### src/rtl/encoder_read_arbiter_if.sv
// Signal bundle between the encoder read arbiter, the four PID loops and the shared I2C master.
// The arbiter takes the master modport; the PID/I2C side takes the slave modport.
interface encoder_read_arbiter_if;
  logic [3:0]  ch_enable;
  logic [3:0]  prio_req;
  logic        err_clear;
  logic        i2c_busy;
  logic        i2c_done;
  logic        i2c_error;
  logic [11:0] i2c_rdata;
  logic        i2c_start;
  logic [1:0]  dev_sel;
  logic [47:0] angle_out;
  logic [3:0]  rd_done;
  logic [3:0]  timeout_err;
  logic [1:0]  active_ch;

  modport master (
    input  ch_enable, prio_req, err_clear, i2c_busy, i2c_done, i2c_error, i2c_rdata,
    output i2c_start, dev_sel, angle_out, rd_done, timeout_err, active_ch
  );

  modport slave (
    output ch_enable, prio_req, err_clear, i2c_busy, i2c_done, i2c_error, i2c_rdata,
    input  i2c_start, dev_sel, angle_out, rd_done, timeout_err, active_ch
  );
endinterface

### src/rtl/encoder_read_arbiter.sv
// Shares one I2C master among four wheel-encoder channels: round-robin polling with priority
// requests, per-channel angle latching with a read-done strobe, and hang recovery.
module encoder_read_arbiter #(
  parameter int unsigned SETTLE_CYCLES  = 8,
  parameter int unsigned TIMEOUT_CYCLES = 50000
) (
  input  logic                  clock,
  input  logic                  reset_n,
  encoder_read_arbiter_if.master bus
);

  localparam int unsigned SW = (SETTLE_CYCLES > 1) ? $clog2(SETTLE_CYCLES) : 1;
  localparam int unsigned TW = $clog2(TIMEOUT_CYCLES);
  localparam logic [SW-1:0] SETTLE_LAST  = SW'(SETTLE_CYCLES - 1);
  localparam logic [TW-1:0] TIMEOUT_LAST = TW'(TIMEOUT_CYCLES - 1);

  typedef enum logic [2:0] {
    IDLE,
    SELECT,
    START,
    WAIT,
    UPDATE,
    RECOVER
  } state_t;

  state_t        state_q, state_d;
  logic [1:0]    dev_sel_q, dev_sel_d;
  logic [1:0]    active_ch_q, active_ch_d;
  logic [SW-1:0] settle_q, settle_d;
  logic [TW-1:0] tmo_q, tmo_d;
  logic [11:0]   hold_q, hold_d;
  logic [47:0]   angle_q, angle_d;
  logic [3:0]    rd_done_q, rd_done_d;
  logic [3:0]    timeout_err_q, timeout_err_d;
  logic [3:0]    prio_pend_q, prio_pend_d;
  logic          start_q, start_d;
  logic [3:0]    pend_clr;
  logic [3:0]    err_set;
  logic [1:0]    next_ch;

  // Pending priority (lowest index) beats round-robin; the round-robin scan starts one past
  // the last serviced channel and reaches that channel itself last.
  function automatic logic [1:0] pick_channel(input logic [3:0] en, input logic [3:0] pend,
                                              input logic [1:0] last);
    logic [3:0] hot;
    logic [1:0] sel;
    logic       found;
    hot   = en & pend;
    sel   = last;
    found = 1'b0;
    if (hot != '0) begin
      for (int unsigned i = 0; i < 4; i++) begin
        if (!found && hot[i]) begin
          sel   = 2'(i);
          found = 1'b1;
        end
      end
    end else begin
      for (int unsigned i = 1; i <= 4; i++) begin
        if (!found && en[last + 2'(i)]) begin
          sel   = last + 2'(i);
          found = 1'b1;
        end
      end
    end
    return sel;
  endfunction

  always_comb begin
    state_d     = state_q;
    dev_sel_d   = dev_sel_q;
    active_ch_d = active_ch_q;
    settle_d    = settle_q;
    tmo_d       = tmo_q;
    hold_d      = hold_q;
    angle_d     = angle_q;
    rd_done_d   = '0;
    start_d     = 1'b0;
    pend_clr    = '0;
    err_set     = '0;
    next_ch     = pick_channel(bus.ch_enable, prio_pend_q, active_ch_q);

    case (state_q)
      IDLE: begin
        // Holding off while the bus is busy keeps dev_sel stable under a live transfer.
        if (bus.ch_enable != '0 && !bus.i2c_busy) begin
          dev_sel_d   = next_ch;
          active_ch_d = next_ch;
          settle_d    = '0;
          state_d     = SELECT;
        end
      end
      SELECT: begin
        if (settle_q == SETTLE_LAST) begin
          state_d = START;
        end else begin
          settle_d = settle_q + SW'(1);
        end
      end
      START: begin
        if (!bus.i2c_busy) begin
          start_d = 1'b1;
          tmo_d   = '0;
          state_d = WAIT;
        end
      end
      WAIT: begin
        if (bus.i2c_error) begin
          state_d = IDLE;
        end else if (bus.i2c_done) begin
          hold_d  = bus.i2c_rdata;
          state_d = UPDATE;
        end else if (tmo_q == TIMEOUT_LAST) begin
          err_set[active_ch_q]  = 1'b1;
          pend_clr[active_ch_q] = 1'b1;
          state_d               = RECOVER;
        end else begin
          tmo_d = tmo_q + TW'(1);
        end
      end
      UPDATE: begin
        pend_clr[active_ch_q] = 1'b1;
        if (bus.ch_enable[active_ch_q]) begin
          angle_d[active_ch_q*12 +: 12] = hold_q;
          rd_done_d[active_ch_q]        = 1'b1;
        end
        state_d = IDLE;
      end
      RECOVER: begin
        if (!bus.i2c_busy) begin
          state_d = IDLE;
        end
      end
      default: state_d = IDLE;
    endcase

    prio_pend_d   = (prio_pend_q & ~pend_clr) | bus.prio_req;
    timeout_err_d = (bus.err_clear ? '0 : timeout_err_q) | err_set;
  end

  always_ff @(posedge clock or negedge reset_n) begin
    if (!reset_n) begin
      state_q       <= IDLE;
      dev_sel_q     <= '0;
      active_ch_q   <= 2'd3;
      settle_q      <= '0;
      tmo_q         <= '0;
      hold_q        <= '0;
      angle_q       <= '0;
      rd_done_q     <= '0;
      timeout_err_q <= '0;
      prio_pend_q   <= '0;
      start_q       <= 1'b0;
    end else begin
      state_q       <= state_d;
      dev_sel_q     <= dev_sel_d;
      active_ch_q   <= active_ch_d;
      settle_q      <= settle_d;
      tmo_q         <= tmo_d;
      hold_q        <= hold_d;
      angle_q       <= angle_d;
      rd_done_q     <= rd_done_d;
      timeout_err_q <= timeout_err_d;
      prio_pend_q   <= prio_pend_d;
      start_q       <= start_d;
    end
  end

  assign bus.i2c_start   = start_q;
  assign bus.dev_sel     = dev_sel_q;
  assign bus.angle_out   = angle_q;
  assign bus.rd_done     = rd_done_q;
  assign bus.timeout_err = timeout_err_q;
  assign bus.active_ch   = active_ch_q;

endmodule

### src/flat_wrapper.sv
// flat-port wrapper written by rule: the top's interface ports become plain ports
module encoder_read_arbiter_flat 
#(
  parameter int unsigned SETTLE_CYCLES  = 8,
  parameter int unsigned TIMEOUT_CYCLES = 50000
)
  (clock, reset_n, bus_ch_enable, bus_prio_req, bus_err_clear, bus_i2c_busy, bus_i2c_done, bus_i2c_error, bus_i2c_rdata, bus_i2c_start, bus_dev_sel, bus_angle_out, bus_rd_done, bus_timeout_err, bus_active_ch);
  encoder_read_arbiter_if bus_i ();
  input  logic clock;
  input  logic reset_n;
  input wire logic [$bits(bus_i.ch_enable)-1:0] bus_ch_enable;
  input wire logic [$bits(bus_i.prio_req)-1:0] bus_prio_req;
  input wire logic [$bits(bus_i.err_clear)-1:0] bus_err_clear;
  input wire logic [$bits(bus_i.i2c_busy)-1:0] bus_i2c_busy;
  input wire logic [$bits(bus_i.i2c_done)-1:0] bus_i2c_done;
  input wire logic [$bits(bus_i.i2c_error)-1:0] bus_i2c_error;
  input wire logic [$bits(bus_i.i2c_rdata)-1:0] bus_i2c_rdata;
  output wire logic [$bits(bus_i.i2c_start)-1:0] bus_i2c_start;
  output wire logic [$bits(bus_i.dev_sel)-1:0] bus_dev_sel;
  output wire logic [$bits(bus_i.angle_out)-1:0] bus_angle_out;
  output wire logic [$bits(bus_i.rd_done)-1:0] bus_rd_done;
  output wire logic [$bits(bus_i.timeout_err)-1:0] bus_timeout_err;
  output wire logic [$bits(bus_i.active_ch)-1:0] bus_active_ch;
  assign bus_i.ch_enable = bus_ch_enable;
  assign bus_i.prio_req = bus_prio_req;
  assign bus_i.err_clear = bus_err_clear;
  assign bus_i.i2c_busy = bus_i2c_busy;
  assign bus_i.i2c_done = bus_i2c_done;
  assign bus_i.i2c_error = bus_i2c_error;
  assign bus_i.i2c_rdata = bus_i2c_rdata;
  assign bus_i2c_start = bus_i.i2c_start;
  assign bus_dev_sel = bus_i.dev_sel;
  assign bus_angle_out = bus_i.angle_out;
  assign bus_rd_done = bus_i.rd_done;
  assign bus_timeout_err = bus_i.timeout_err;
  assign bus_active_ch = bus_i.active_ch;
  encoder_read_arbiter #(.SETTLE_CYCLES(SETTLE_CYCLES), .TIMEOUT_CYCLES(TIMEOUT_CYCLES)) u_core (.clock(clock), .reset_n(reset_n), .bus(bus_i));
endmodule
### config.mk
export PLATFORM = sky130hd
export DESIGN_NAME = encoder_read_arbiter_flat
export DESIGN_NICKNAME = d
export VERILOG_FILES = /design/src/rtl/encoder_read_arbiter_if.sv /design/src/rtl/encoder_read_arbiter.sv /design/src/flat_wrapper.sv
export SDC_FILE = /design/constraint.sdc
export NUM_CORES = 1
export LEC_CHECK = 0
export BUFFER_PORTS_ARGS = -buffer_cell sky130_fd_sc_hd__buf_2
export CORE_MARGIN = 3
export CORE_UTILIZATION = 60
export DETAILED_ROUTE_END_ITERATION = 6
export PLACE_DENSITY = 0.86
export RECOVER_POWER = 50
export SYNTH_ARGS = -nofsm -noshare
export SYNTH_HDL_FRONTEND = slang
export SYNTH_SLANG_ARGS = --single-unit
### constraint.sdc
create_clock -name clock -period 4.4 [get_ports clock]
set_clock_uncertainty 0.2 [all_clocks]
set_input_delay 1.1 -clock clock [delete_from_list [all_inputs] [get_ports clock]]
set_output_delay 1.1 -clock clock [all_outputs]
set_load 0.02 [all_outputs]
# Yosys cells after proc, flatten, opt, wreduce, memory -nomap -nowiden
# Cells that the tools add are included.
# totals
ff_bits	99
input_bits	26
output_inout_bits	61
word_cells	131
# classes
add_sub_neg	6
n_mul	1
magnitude_cmp	5
eq_ne	16
n_shift	2
n_mux	58
bitwise_logic	6
reduce_logical	26
# op_table
operator	count
2-to-1 mux 16 bit	4
bitwise mux 48 bit	1
variable shift 12 x 34 -> 48 bit, first input constant	1
variable part select 12 x 34 -> 48 bit	1
negation 6 -> 34 bit	1
case mux 16 bit (2 select lines)	1
2-to-1 mux 4 bit	7
2-to-1 mux 3 bit	9
2-to-1 mux 1 bit	19
2-to-1 mux 2 bit	9
adder 16 x 1 -> 16 bit, second input constant	1
== test 16 bit, second input constant	1
case mux 3 bit (5 select lines)	1
< comparator 2 x 3 -> 1 bit, second input constant	4
!= test 2 bit, second input constant	6
AND reduction 5 bit	2
== test 3 bit, second input constant	3
bitwise AND 4 bit	2
binary-select mux 1 bit (select 2 bit)	4
logical AND 1 bit	8
OR 4 bit	2
case mux 4 bit (2 select lines)	1
nonzero test 4 bit	2
logical NOT 1 bit	7
other kinds (17)	23

# Depth between registers and ports, before layout
# Gate-level depths: netlist of the first run.
# depth
depth_word	17
ltp_mapped	12
mapped_depth_nobuf	7

# Worst setup path before layout of the first run
# OpenSTA, ideal clock, no wires.
# synth_path
kind	reg2reg
start	reg u_core.active_ch_q[0] (netlist: u_core.bus.active_ch[0])
end	reg u_core.dev_sel_q[0] (netlist: u_core.bus.dev_sel[0])
setup_time_ns	0.118
arrival_ns	2.779
required_time_ns	4.082
slack_ns	1.303
stages_incl_launch_ff	11
n_path_buf	4
synth_period_minus_slack_ns	3.097
path_cell_list	dfstp_2 -> buf_2 -> buf_2 -> inv_1 -> buf_2 -> ha_1 -> buf_2 -> mux4_2 -> nor4b_1 -> nor3_2 -> a21o_1
# synth_via
elab_chain_cells	17
word_cells_on_any_way	32
classes_between	3 x add/sub; 23 x mux; 6 x reduce/logical
# synth_lines
item	line_no	text
start: declaration	encoder_read_arbiter.sv:28	logic [1:0] active_ch_q, active_ch_d;
start signal: assignment	encoder_read_arbiter.sv:157	active_ch_q <= active_ch_d;
adder 2 x 1 -> 2 bit	encoder_read_arbiter.sv:60, encoder_read_arbiter.sv:61	
binary-select mux 1 bit (select 2 bit)	encoder_read_arbiter.sv:60	if (!found && en[last + 2'(i)]) begin
2-to-1 mux 1 bit (implied by the code)	encoder_read_arbiter.sv:60	
2-to-1 mux 1 bit	encoder_read_arbiter.sv:60	
2-to-1 mux 1 bit	encoder_read_arbiter.sv:51	if (hot != '0) begin
logical NOT 1 bit	encoder_read_arbiter.sv:60	
logical AND 1 bit	encoder_read_arbiter.sv:60	
2-to-1 mux 1 bit	encoder_read_arbiter.sv:60	
2-to-1 mux 1 bit	encoder_read_arbiter.sv:51	
logical NOT 1 bit	encoder_read_arbiter.sv:60	
logical AND 1 bit	encoder_read_arbiter.sv:60	
2-to-1 mux 1 bit	encoder_read_arbiter.sv:60	
2-to-1 mux 1 bit	encoder_read_arbiter.sv:51	
logical NOT 1 bit	encoder_read_arbiter.sv:60	
logical AND 1 bit	encoder_read_arbiter.sv:60	
2-to-1 mux 2 bit	encoder_read_arbiter.sv:60	
2-to-1 mux 2 bit (*)	encoder_read_arbiter.sv:51	
end signal: assignment	encoder_read_arbiter.sv:156	dev_sel_q <= dev_sel_d;
end: declaration	encoder_read_arbiter.sv:27	logic [1:0] dev_sel_q, dev_sel_d;
# Mark *: on every way between the ends. The rest lies on a longest branch, timed or not. The select of a mux whose other input is x is not followed.
# A chain may end at the register's enable or synchronous reset.

# Final worst setup path of the first run
# layout_path
start	reg u_core.active_ch_q[0] (netlist: u_core.bus.active_ch[0])
end	reg u_core.angle_q[9] (netlist: u_core.bus.angle_out[9])
# layout_via
elab_chain_cells	4
word_cells_on_any_way	8
classes_between	1 x add/sub; 1 x mul; 2 x shift; 3 x mux; 1 x reduce/logical
# layout_lines
item	line_no	text
multiplier 2 x 2 -> 4 bit	encoder_read_arbiter.sv:124	angle_d[active_ch_q*12 +: 12] = hold_q;
negation 6 -> 34 bit	encoder_read_arbiter.sv:124	
variable part select 12 x 34 -> 48 bit or variable shift 12 x 34 -> 48 bit (tied branches)	encoder_read_arbiter.sv:124	
bitwise mux 48 bit	encoder_read_arbiter.sv:124	
end signal: assignment	encoder_read_arbiter.sv:161	angle_q <= angle_d;
end: declaration	encoder_read_arbiter.sv:32	logic [47:0] angle_q, angle_d;
# Parallel ways exist; a longest one is shown, timed or not. The select of a mux whose other input is x is not followed.

==> run_results.csv, run 1 <==
group,metric,value,unit
timing,hold_violations,0,
worst_setup_path,start_kind,"flip-flop",
worst_setup_path,cp.arrival,3450,ps
worst_hold_path,hp-class,"reg2reg",
timing,layout_setup_ws,1030,ps
layout,register_area,2480,um2
clock_tree,clock_latency,360,ps
power,power_density,492,nW/um2
power,ir_worst_vdd,0.368,mV
global_routing,grt_usage,0.243,
synth,synthArstFlopShare,1.00,
drt,drtAntennaViolNets,0,
placed_design,post-place-cells,659,
clock_tree,cts-root-buf,"clkbuf_8",
clock_tree,cts.htree.levels,3,
timing,fin_crit,3370,ps
synth,yosys_most_used_dff,"dfrtp_1",
synth,ys_types,61,
floorplan,initial_utilization,0.628,
job,cap_violations,1,
clock_tree,hold_buffers,0,
layout,final_nets,602,
placed_design,portBuffers,86,
power,p_leak,2.52,nW
clock_tree,cts_tree,"built",
drt,drtIter0Drc,221,
synth,synth_area,4930,um2
worst_setup_path,crit_buf_inv,2,
layout,n_fill_cell,627,
worst_setup_path,slowest_stage,"dfstp_2",
timing,min_period_over_period,0.766,
synth,yosys_register_bits,99,
clock_tree,numClockSinks,99,
timing,whs,285,ps
timing,slew_viol_final,100,
synth,avgSynthCellArea,9.83,um2
worst_setup_path,crit_path_max_incr_delay,870,ps
global_routing,grt_start_max_net_pins,100,
timing,worstMarginPinSlew,2390,ps
floorplan,die_h,96.6,um
drt,finalWirelength,11.2,mm
worst_setup_path,worstPathMaxFanout,29,
floorplan,coreArea,7850,um2
drt,vias,4015,
floorplan,rows,32,
drt,drc,0,
global_routing,grt.overflow.total,0,
global_routing,grt_antenna_before_repair,0,
timing,tns,0,ps
synth,synth_nets,535,
drt,wl_per_cell,16.6,um
drt,vias_per_cell,5.95,
layout,stdcell_count,675,
timing,max_freq,297,MHz
timing,rsz0062_at_grt,"no",
clock_tree,cts.clk_slew.worst_paths,100,ps
outcome,violations,"max-capacitance violations, max-slew violations",
placed_design,dpl.hpwl,7.91,mm
placed_design,pre_cts_slack,1110,ps
worst_setup_path,end_kind,"flip-flop",
worst_setup_path,critical_path_class,"reg2reg",
clock_tree,cts_resized,0,
timing,slew_headroom,-0.590,
outcome,status,"complete, but fails checks",
worst_setup_path,cp_cell_sequence,"inv_1 -> ha_1 -> buf_4 -> nor2_1 -> and3_1 -> a21oi_1 -> o21ai_0",
layout,antenna_cells,0,
clock_tree,cts_buffers,9,
floorplan,die_x,96.6,um
worst_setup_path,path_delay_family,"flip-flops",
timing,setup_viol,0,
worst_setup_path,worst_ep_required_time,4480,ps
layout,final_common_cell,"dfrtp_1",
synth,synth_edf_count,0,
floorplan,dieArea,9330,um2
clock_tree,post-cts-setup-buffers,0,
synth,synth_seq_area_share,0.503,
global_routing,grt_pass1_vias,3811,
global_routing,grt_pass1_wl,18.8,mm
floorplan,ioPinCount,87,
layout,mostFrequentLayoutCells,"dfrtp_1 (97), nand2_1 (94), buf_2 (56)",
layout,multiInputGateArea,2200,um2
layout,syn2layout_area_growth,11.6,%
synth,syn-instance-count,501,
layout,layout-drive-gt1-share,0.178,
placed_design,gp_congestion,0.900,
power,fin_total_pwr,2.71,mW
drt,first_pass_iters,5,
synth,yosys_warnings,0,
worst_setup_path,r2r_setup_slack,1030,ps
clock_tree,cts_buffer_depth,2,
worst paths after layout:
kind,start,endpoint,cells after the start
min in group asynchronous,reset_n,u_core.bus.angle_out[22],2
max in group asynchronous,reset_n,u_core.settle_q[1],2
worst min register to register,u_core.bus.angle_out[39],u_core.bus.angle_out[39],2
worst max register to register,u_core.bus.active_ch[0],u_core.bus.angle_out[9],7
worst min-delay path,u_core.bus.angle_out[39],u_core.bus.angle_out[39],2
worst max-delay path,u_core.bus.active_ch[0],u_core.bus.angle_out[9],7
area by class of cell:
type                    instances  share of cell area
clock buffers                  11              0.0257
inverters                      21              0.0143
repair buffers                 88              0.0744
clock inverters                 5              0.0109
well taps                     102              0.0232
multi-input cells             349               0.400
flip-flops and latches         99               0.451
worst reg2reg max path, delay by kind of cell (launching register included):
kind            cells  cell delay [ps]
flops               1              870
simple gates        2              800
buf+inv             2              640
fa+ha+maj           1              480
compound gates      2              300
where the power goes:
| group | switching, mW | internal (mW) |
|---|---|---|
| clock | 0.316 | 0.282 |
| combinational | 0.554 | 0.334 |
| sequential | 0.195 | 1.02 |
Yosys cell counts, drive strengths merged (9+ instances only):
cell | count | area share
a21oi | 16 | 0.016
buf | 24 | 0.026
dfrtp | 97 | 0.49
inv | 20 | 0.015
mux2 | 13 | 0.030
mux2i | 11 | 0.022
nand2 | 94 | 0.072
nand2b | 9 | 0.011
nand3 | 13 | 0.013
nor2 | 22 | 0.017
nor4 | 9 | 0.013
o21ai | 47 | 0.049
o31ai | 13 | 0.020
xor2 | 9 | 0.016
through the flow:
stage | instance area (um2) | util
after CTS | 5560 | 0.708
after global placement | 5360 | 0.682
after detailed placement | 5360 | 0.682
final | 5500 | 0.701
after floorplan | 4930 | -
after global routing | 5500 | 0.701
kinds of logic after synthesis:
family                   synth area share
multiplexers                       0.0704
AO/OA/AOI/OAI                       0.152
adder cells (fa/ha/maj)            0.0203
AND/OR/NAND/NOR                     0.187
flip-flops                          0.503
buffers and inverters              0.0483
XOR/XNOR                           0.0178
metal layers:
layer / vias to the layer above / routed length (um) / GRT usage
met3: 24 / 691 / 0.0476
met1: 1924 / 4710 / 0.331
met2: 155 / 5530 / 0.398
met5: - / 0 / 0
met4: 0 / 236 / 0.0734
li1: 1912 / - / -
state kept, by name, summed over array words and instances (netlist names):
signal and flops:
u_core.bus.timeout_err 4, u_core.tmo_q 16, u_core.state_q 3, u_core.bus.dev_sel 2
u_core.bus.angle_out 48, u_core.prio_pend_q 4, u_core.bus.active_ch 2, u_core.bus.rd_done 4
u_core.hold_q 12, u_core.settle_q 3, u_core.bus.i2c_start 1
(Power assumes the default switching activity.)
==> run 2, diff against run 1 <==
--- a/config.mk
+++ b/config.mk
@@ -7,9 +7,9 @@
 export LEC_CHECK = 0
 export BUFFER_PORTS_ARGS = -buffer_cell sky130_fd_sc_hd__buf_2
 export CORE_MARGIN = 3
-export CORE_UTILIZATION = 60
+export CORE_UTILIZATION = 51
 export DETAILED_ROUTE_END_ITERATION = 6
-export PLACE_DENSITY = 0.86
+export PLACE_DENSITY = 0.78
 export RECOVER_POWER = 50
 export SYNTH_ARGS = -nofsm -noshare
 export SYNTH_HDL_FRONTEND = slang
==> constraint.sdc (replaced) <==
create_clock -name clock -period 3.1 [get_ports clock]
set_clock_uncertainty 0.2 [all_clocks]
set_input_delay 0.775 -clock clock [delete_from_list [all_inputs] [get_ports clock]]
set_output_delay 0.775 -clock clock [all_outputs]
set_load 0.02 [all_outputs]
==> run_results.csv, run 2 (synthesis gave the netlist of run 1 again) <==
group,metric,value,unit
timing,rsz0062_at_grt,"no",
clock_tree,numClockSinks,99,
timing,min_period_over_period,0.910,
timing,setup_viol,0,
global_routing,grt_pass1_vias,3893,
floorplan,coreArea,9330,um2
clock_tree,cts.htree.levels,3,
worst_hold_path,hp-class,"reg2reg",
timing,hold_violations,0,
timing,tns,0,ps
worst_setup_path,critical_path_class,"reg2reg",
layout,final_cell_area,5620,um2
drt,wl_per_cell,16.0,um
floorplan,dieArea,10900,um2
timing,slew_viol_final,0,
clock_tree,cts_tree,"built",
layout,n_fill_cell,816,
floorplan,ioPinCount,87,
worst_setup_path,crit_path_max_incr_delay,630,ps
worst_setup_path,slowest_stage,"dfstp_2",
layout,stdcell_count,709,
outcome,status,"finished clean",
timing,layout_setup_ws,279,ps
placed_design,post-place-cells,693,
global_routing,grt.overflow.total,0,
power,ir_worst_vdd,0.424,mV
worst_setup_path,end_kind,"flip-flop",
clock_tree,cts_buffer_depth,2,
worst_setup_path,crit_buf_inv,3,
timing,slew_headroom,0.131,
floorplan,rows,35,
floorplan,die_x,104,um
power,p_leak,2.57,nW
layout,multiInputGateArea,2200,um2
worst_setup_path,worstPathMaxFanout,32,
placed_design,dpl.hpwl,8.10,mm
layout,syn2layout_area_growth,14.2,%
worst_setup_path,cp.arrival,2890,ps
timing,worstMarginPinSlew,1300,ps
layout,final_nets,609,
global_routing,grt_antenna_before_repair,0,
job,cap_violations,0,
worst_setup_path,worst_ep_required_time,3170,ps
layout,mostFrequentLayoutCells,"dfrtp_1 (97), nand2_1 (94), buf_2 (58)",
clock_tree,clock_latency,370,ps
drt,drtIter0Drc,189,
drt,vias,3974,
clock_tree,post-cts-setup-buffers,0,
layout,final_common_cell,"dfrtp_1",
timing,fin_crit,2820,ps
layout,register_area,2480,um2
placed_design,portBuffers,86,
drt,first_pass_iters,5,
layout,antenna_cells,0,
placed_design,place_area,5440,um2
clock_tree,cts.clk_slew.worst_paths,90,ps
floorplan,initial_utilization,0.528,
drt,vias_per_cell,5.61,
layout,layout-drive-gt1-share,0.191,
placed_design,gp_congestion,0.833,
drt,finalWirelength,11.3,mm
drt,drtAntennaViolNets,0,
worst_setup_path,start_kind,"flip-flop",
floorplan,die_h,104,um
placed_design,pre_cts_slack,343,ps
drt,drc,0,
worst_setup_path,cp_cell_sequence,"inv_1 -> ha_1 -> buf_4 -> clkinv_1 -> nor2_1 -> nand2b_1 -> o31ai_1",
global_routing,grt_start_max_net_pins,54,
power,power_density,698,nW/um2
clock_tree,cts-root-buf,"clkbuf_8",
timing,max_freq,354,MHz
layout,largest_reg_flops,48,
clock_tree,cts_buffers,9,
worst_setup_path,path_delay_family,"buffers and inverters",
clock_tree,cts_resized,0,
global_routing,grt_usage,0.214,
clock_tree,hold_buffers,0,
global_routing,grt_pass1_wl,19.0,mm
power,fin_total_pwr,3.93,mW
-- run 2: worst min-delay path: cells and delay by family (launching register included) --
kind,cells,cell delay (ps)
flops,1,350
compound gates,1,60
simple gates,1,40
-- run 2: routing by layer --
layer	vias up	global-route usage	wire, um
met4	0	0.0779	284
met3	33	0.0416	677
met2	134	0.361	5600
met1	1886	0.276	4750
met5	-	0	0
li1	1921	-	-
-- run 2: metrics by stage --
| stage | utilization | hold slack (ps) |
|---|---|---|
| 6_report | 0.603 | 284 |
| 5_1_grt | 0.603 | 323 |
| 4_1_cts | 0.607 | 250 |
| 3_5_place_dp | 0.583 | 265 |
| 3_3_place_gp | 0.583 | 258 |
| 2_1_floorplan | - | 266 |
-- run 2: path summary, 6_finish.rpt --
check	startpoint	end	slack (ps)	cells after the start
setup / recovery	u_core.bus.active_ch[1]	u_core.bus.angle_out[17]	280	7
hold / removal	u_core.bus.angle_out[0]	u_core.bus.angle_out[0]	280	2
setup reg to reg	u_core.bus.active_ch[1]	u_core.bus.angle_out[17]	280	7
hold reg to reg	u_core.bus.angle_out[0]	u_core.bus.angle_out[0]	280	2
max in group asynchronous	reset_n	u_core.bus.active_ch[1]	1290	2
min in group asynchronous	reset_n	u_core.bus.angle_out[12]	480	1
-- run 2: cell type report --
cell class,instances,share of cell area
Timing Repair Buffer,95,0.0848
Inverter,21,0.0140
Sequential cell,99,0.441
Multi-Input combinational cell,349,0.392
Clock inverter,7,0.0178
Clock buffer,9,0.0220
Tap cell,129,0.0287
-- run 2: report_power, final --
group / total (mW) / switching [mW] / internal (mW)
logic: 1.32 / 0.829 / 0.489
clock network: 0.923 / 0.465 / 0.458
registers: 1.69 / 0.235 / 1.45
total: 3.93 / 1.53 / 2.40
